[config.mk]
export PLATFORM = sky130hd
export DESIGN_NAME = tlb_entry_file
export DESIGN_NICKNAME = d
export VERILOG_FILES = /design/src/rtl/tlb_entry_file.sv
export SDC_FILE = /design/constraint.sdc
export NUM_CORES = 2
export LEC_CHECK = 0
export ABC_AREA = 0
export BUFFER_PORTS_ARGS = -buffer_cell sky130_fd_sc_hd__clkbuf_2
export CORE_AREA = 10 10 495 497
export CTS_CLUSTER_DIAMETER = 40
export DETAILED_ROUTE_END_ITERATION = 8
export DIE_AREA = 0 0 505 507
export GPL_TIMING_DRIVEN = 0
export HOLD_SLACK_MARGIN = 0.05
export PLACE_DENSITY_LB_ADDON = 0.25
export SETUP_SLACK_MARGIN = 0.05
export SLEW_MARGIN = 20
export SYNTH_ARGS = -nofsm -noshare
export SYNTH_HDL_FRONTEND = slang
export SYNTH_SLANG_ARGS = --single-unit
[constraint.sdc]
create_clock -name clk -period 14.2 [get_ports clk]
set_input_delay 2.84 -clock clk [delete_from_list [all_inputs] [get_ports clk]]
set_output_delay 2.84 -clock clk [all_outputs]
set_load 0.02 [all_outputs]
[src/rtl/tlb_entry_file.sv]
// Joint TLB entry storage with TLBWI/TLBWR/TLBR/TLBP maintenance engine.
// Also owns the Random and Wired replacement registers.
module tlb_entry_file #(
  parameter int NUM_ENTRIES = 16,
  parameter int ENTRY_W = 71,
  localparam int IW = $clog2(NUM_ENTRIES)
) (
  input  logic                           clk,
  input  logic                           rst_n,
  input  logic                           cmd_valid,
  output logic                           cmd_ready,
  input  logic [1:0]                     cmd_op,
  input  logic [IW-1:0]                  cmd_index,
  input  logic [ENTRY_W-1:0]             cmd_entry,
  input  logic                           wired_we,
  input  logic [IW-1:0]                  wired_wdata,
  output logic [IW-1:0]                  wired,
  output logic [IW-1:0]                  random,
  output logic                           resp_valid,
  output logic [IW-1:0]                  resp_index,
  output logic                           resp_miss,
  output logic [ENTRY_W-1:0]             resp_entry,
  output logic [NUM_ENTRIES*ENTRY_W-1:0] tlb_entries
);

  localparam int VHI = ENTRY_W - 1;
  localparam int VLO = ENTRY_W - 19;
  localparam logic [IW-1:0] TOP = IW'(NUM_ENTRIES - 1);

  localparam logic [1:0] OP_WI = 2'd0;
  localparam logic [1:0] OP_WR = 2'd1;
  localparam logic [1:0] OP_R  = 2'd2;
  localparam logic [1:0] OP_P  = 2'd3;

  typedef enum logic [1:0] {
    IDLE,
    PROBE,
    RESP
  } state_t;

  state_t state, state_n;

  logic [ENTRY_W-1:0] ent [NUM_ENTRIES];
  logic [VHI-VLO:0]   vpn2;
  logic [IW-1:0]      cnt;
  logic [IW-1:0]      random_n;
  logic               accept;
  logic               hit;
  logic               last;

  assign random_n = (random == wired) ? TOP : random - 1'b1;
  assign hit = (ent[cnt][VHI:VLO] == vpn2);
  assign last = (cnt == TOP);
  assign resp_valid = (state == RESP);

  always_comb begin
    state_n = state;
    cmd_ready = 1'b0;
    accept = 1'b0;
    unique case (state)
      IDLE: begin
        cmd_ready = 1'b1;
        accept = cmd_valid;
        if (cmd_valid)
          state_n = (cmd_op == OP_P) ? PROBE : RESP;
      end
      PROBE: begin
        if (hit || last)
          state_n = RESP;
      end
      RESP: state_n = IDLE;
      default: state_n = IDLE;
    endcase
  end

  always_ff @(posedge clk) begin
    if (!rst_n) begin
      state <= IDLE;
      wired <= '0;
      random <= TOP;
      resp_index <= '0;
      resp_miss <= 1'b0;
      resp_entry <= '0;
      vpn2 <= '0;
      cnt <= '0;
      for (int i = 0; i < NUM_ENTRIES; i++)
        ent[i] <= '0;
    end else begin
      state <= state_n;
      // A Wired write restarts Random regardless of the decrement.
      if (wired_we) begin
        wired <= wired_wdata;
        random <= TOP;
      end else begin
        random <= random_n;
      end
      if (accept) begin
        unique case (1'b1)
          cmd_op == OP_WI: begin
            ent[cmd_index] <= cmd_entry;
            resp_index <= cmd_index;
            resp_miss <= 1'b0;
          end
          cmd_op == OP_WR: begin
            ent[random] <= cmd_entry;
            resp_index <= random;
            resp_miss <= 1'b0;
          end
          cmd_op == OP_R: begin
            resp_entry <= ent[cmd_index];
            resp_index <= cmd_index;
            resp_miss <= 1'b0;
          end
          cmd_op == OP_P: begin
            vpn2 <= cmd_entry[VHI:VLO];
            cnt <= '0;
          end
          default: ;
        endcase
      end
      if (state == PROBE) begin
        if (hit) begin
          resp_index <= cnt;
          resp_miss <= 1'b0;
        end else if (last) begin
          resp_index <= '0;
          resp_miss <= 1'b1;
        end else begin
          cnt <= cnt + 1'b1;
        end
      end
    end
  end

  for (genvar gi = 0; gi < NUM_ENTRIES; gi++) begin : g_flat
    assign tlb_entries[gi*ENTRY_W +: ENTRY_W] = ent[gi];
  end

endmodule

==> run metrics <==
Period minus WS final=about 6.5 ns; setup TNS after final layout=0 ns; placed wire-length estimate after detailed placement=288 mm; fraction of layout instances using a drive strength above 1=0.427; remaining global-route overflow=0; ranking of synthesized cells by area=edfxtp_1 59%, mux4_2 17%, and2_1 12%, dfxtp_1 3.8%, clkbuf_1 1.8%; row count=~180; largest net degree at the start of global routing=20; Std-Cell Core Area=235000 um^2; number of distinct library cells after synthesis=52; final critical-path share of the clock period=0.457; placed instance count=8270; slew of the pin with the lowest slew margin=1.27 ns; Static Leak=31.6 nW; clock tree from TritonCTS=yes; sink count of the clock tree=approximately 1200; Max H-tree Level=5; slowest cell delay on critical path=0.95 ns; growth of design area from synthesis to finish=39.9%; Avg Synthesized Cell Area=15.5 um^2; number of max-capacitance violations reported=0; proportion of synthesized chip area in sequential cells=0.633; arrival time reported for the critical path endpoint=7.08 ns; clock latency on the worst-skew pair=between 0.9 and 1 ns; main flop type after synthesis=edfxtp_1; count of placed standard cells in the final layout, fillers left out=8772; Die Wd=a little over 500 um; most frequent cells in the layout=1328 x clkbuf_2, 1138 x and2_1, 1136 x edfxtp_1; combinational fraction of design power=0.097; antenna violations before repair=47; vertical extent of the die=507 um; overall routing resource usage=0.266; nets in the synthesized netlist=3783; CTS Buffer Depth=4; launch instance of the worst min-delay path=resp_entry[27]; count of pins on the block boundary=1307; Yosys top cell by area=edfxtp_1; internal power consumption=approximately 8.6 mW; routed length on met2=167 mm; pwr dens=145 nW/um^2; DP Worst Slack=6.71 ns; worst supply voltage drop on vdd=0.000120 V; area occupied by registers=36300 um^2; most frequent standard cell in the layout excluding fill and tap cells=clkbuf_2; highest clock rate=~150 MHz; Seq cells post-synth=roughly 1200; detailed-routing iteration count for the pre-antenna-repair pass=5; final routed wire length divided by cell count=40.6 um; post-route DRC violation count=0; EDFF count, synth=1136; Clock transition at path regs=0.04 ns; met1 wire length=about 130 mm; setup violation total in the final timing report=0; antenna viol nets, final=0; worst setup slack after layout=7.72 ns; crit start category=input port; Routability Congestion=0.915; maximum net fanout on the critical path=10; final number of max-transition violations=0; CTS Buf Count=275; fraction of power consumed by the clock network=0.537; count of mapped cells out of synthesis=roughly 3700; count of routing violations after the opening detailed-route iteration=5434; critical path required time=roughly 15 ns; final net count=5484; post-CTS setup buffers=0; top routing layer in use=met5; full die area=between 200000 and 300000 um^2; Worst setup startpoint=cmd_index[0]; share of synthesized flip-flops with an asynchronous set or reset=0; status=completed; final worst clock skew=around 0.090 ns; worst path cell trace=clkbuf_2, buf_16, clkbuf_2, buf_12, buf_2, inv_1, a31oi_2, nor2_4, buf_16, clkbuf_1, and2_1; number of warnings printed during yosys synthesis=0; Final Hold Fails=0; Crit. End Element=flip-flop; proportion of netlist area held by the largest area contributor=0.595; hold buffer count at cts=0; number of resized instances in the post-cts repair step=0; worst hold path type=flip-flop to flip-flop; net switching power=3.08 mW; quantity of I/O buffers inserted on ports=1302; Mapped Area=57400 um^2; slowest stage cell, crit path=a31oi_2; via count normalized by instance count=5.07; overall routed net length=356 mm; global-route wire length before repair=459 mm; effective utilization at floorplan=0.244; Filler cells=between 20000 and 25000; Reg2Reg Launch Point=cnt[2]; Clk Tree Root Cell=clkbuf_16; routed via count=44500; net switching share of the total power=0.264; number of global-route vias before repair=44900; Max-slew headroom=0.153; sum of internal, switching and leakage power=11.7 mW; Worst Path Class, Setup=input port to flip-flop; unrepaired setup endpoints after global routing=false; Flop pwr share=0.365; multi-input logic area=20100 um^2; WL met3=39.2 mm
synthesized netlist by cell type (2+ instances only):
master	instances
a22o_1	2
a21oi_1	101
nor4bb_1	4
o21ai_0	21
mux4_2	425
and2_1	1138
buf_4	4
o21a_1	2
nand3_1	11
dfxtp_1	109
and3_1	2
clkbuf_1	273
nor2_1	29
buf_2	14
ha_1	2
edfxtp_1	1136
buf_1	37
a211oi_1	3
nor4_1	5
nand3b_1	2
a221oi_1	2
xnor2_1	24
buf_6	3
o31ai_1	2
nand2b_1	7
a22oi_1	2
o22ai_1	4
a31oi_1	4
inv_1	7
nor3_1	12
mux2i_1	48
a41oi_1	2
nand2_1	209
xor2_1	23
nor2b_1	6
nor3_2	2
or3_1	4
power groups by stage:
stage | Combinational (mW) | Sequential [mW] | Clock (mW)
6_report | 1.14 | 4.26 | 6.27
5_1_grt | 1.17 | 4.27 | 6.48
4_1_cts | 1.14 | 4.26 | 6.31
3_5_place_dp | 1.14 | 4.33 | 0
3_3_place_gp | 1.04 | 4.41 | 0
2_1_floorplan | 0.345 | 4.47 | 0
worst max-delay path: cells and delay by family:
family | cells | cell delay (ns)
buffers and inverters | 8 | 2.49
AOI/OAI and AO/OA | 1 | 0.95
and+or+nand+nor | 2 | 0.65
through the flow:
step / instance area [um^2] / hold WS, ns / utilization
CTS: 80200 / 0.456 / 0.342
global placement: 67800 / 0.447 / 0.289
global route: 80200 / 0.471 / 0.342
floorplan: 57400 / 0.448 / -
finish: 80200 / 0.455 / 0.342
detailed placement: 71300 / 0.449 / 0.304
state kept, by name (all words and copies together) (netlist names):
name	count
resp_miss	1
resp_entry	71
ent	1136
vpn2	19
random	4
cnt	4
wired	4
resp_index	4
state	2
per-layer routing:
layer  track usage  up-vias
li1              -    17300
met1         0.307    23500
met2         0.436     3061
met3        0.0994      650
met4         0.131        2
met5             0        -
kinds of logic after synthesis:
family / count (synthesis) / share of synthesized area
and+or+nand+nor: 1437 / 0.146
muxes: 473 / 0.175
AOI/OAI and AO/OA: 154 / 0.0150
DFF: 1245 / 0.633
buffers and inverters: 338 / 0.0231
adders and majority gates: 2 / 0.000436
xor gates and xnor gates: 47 / 0.00718
final cells by class:
class | count | share of cell area
timing repair buffer | 1424 | 0.119
inverter | 7 | 0.000327
buffer | 331 | 0.0169
clock inverter | 164 | 0.0221
antenna | 25 | 0.000780
clock buffer | 313 | 0.0888
multi-input combinational | 2113 | 0.250
sequential | 1245 | 0.452
tap | 3150 | 0.0491
worst paths after layout:
path | to | slack [ns] | cells past startpoint
setup reg to reg | resp_index[2] | 8.82 | 12
hold / removal | resp_entry[27] | 0.45 | 2
setup / recovery | ent[8][69] | 7.72 | 11
hold reg to reg | resp_entry[27] | 0.45 | 2
Power figures use the tool's default switching activity.
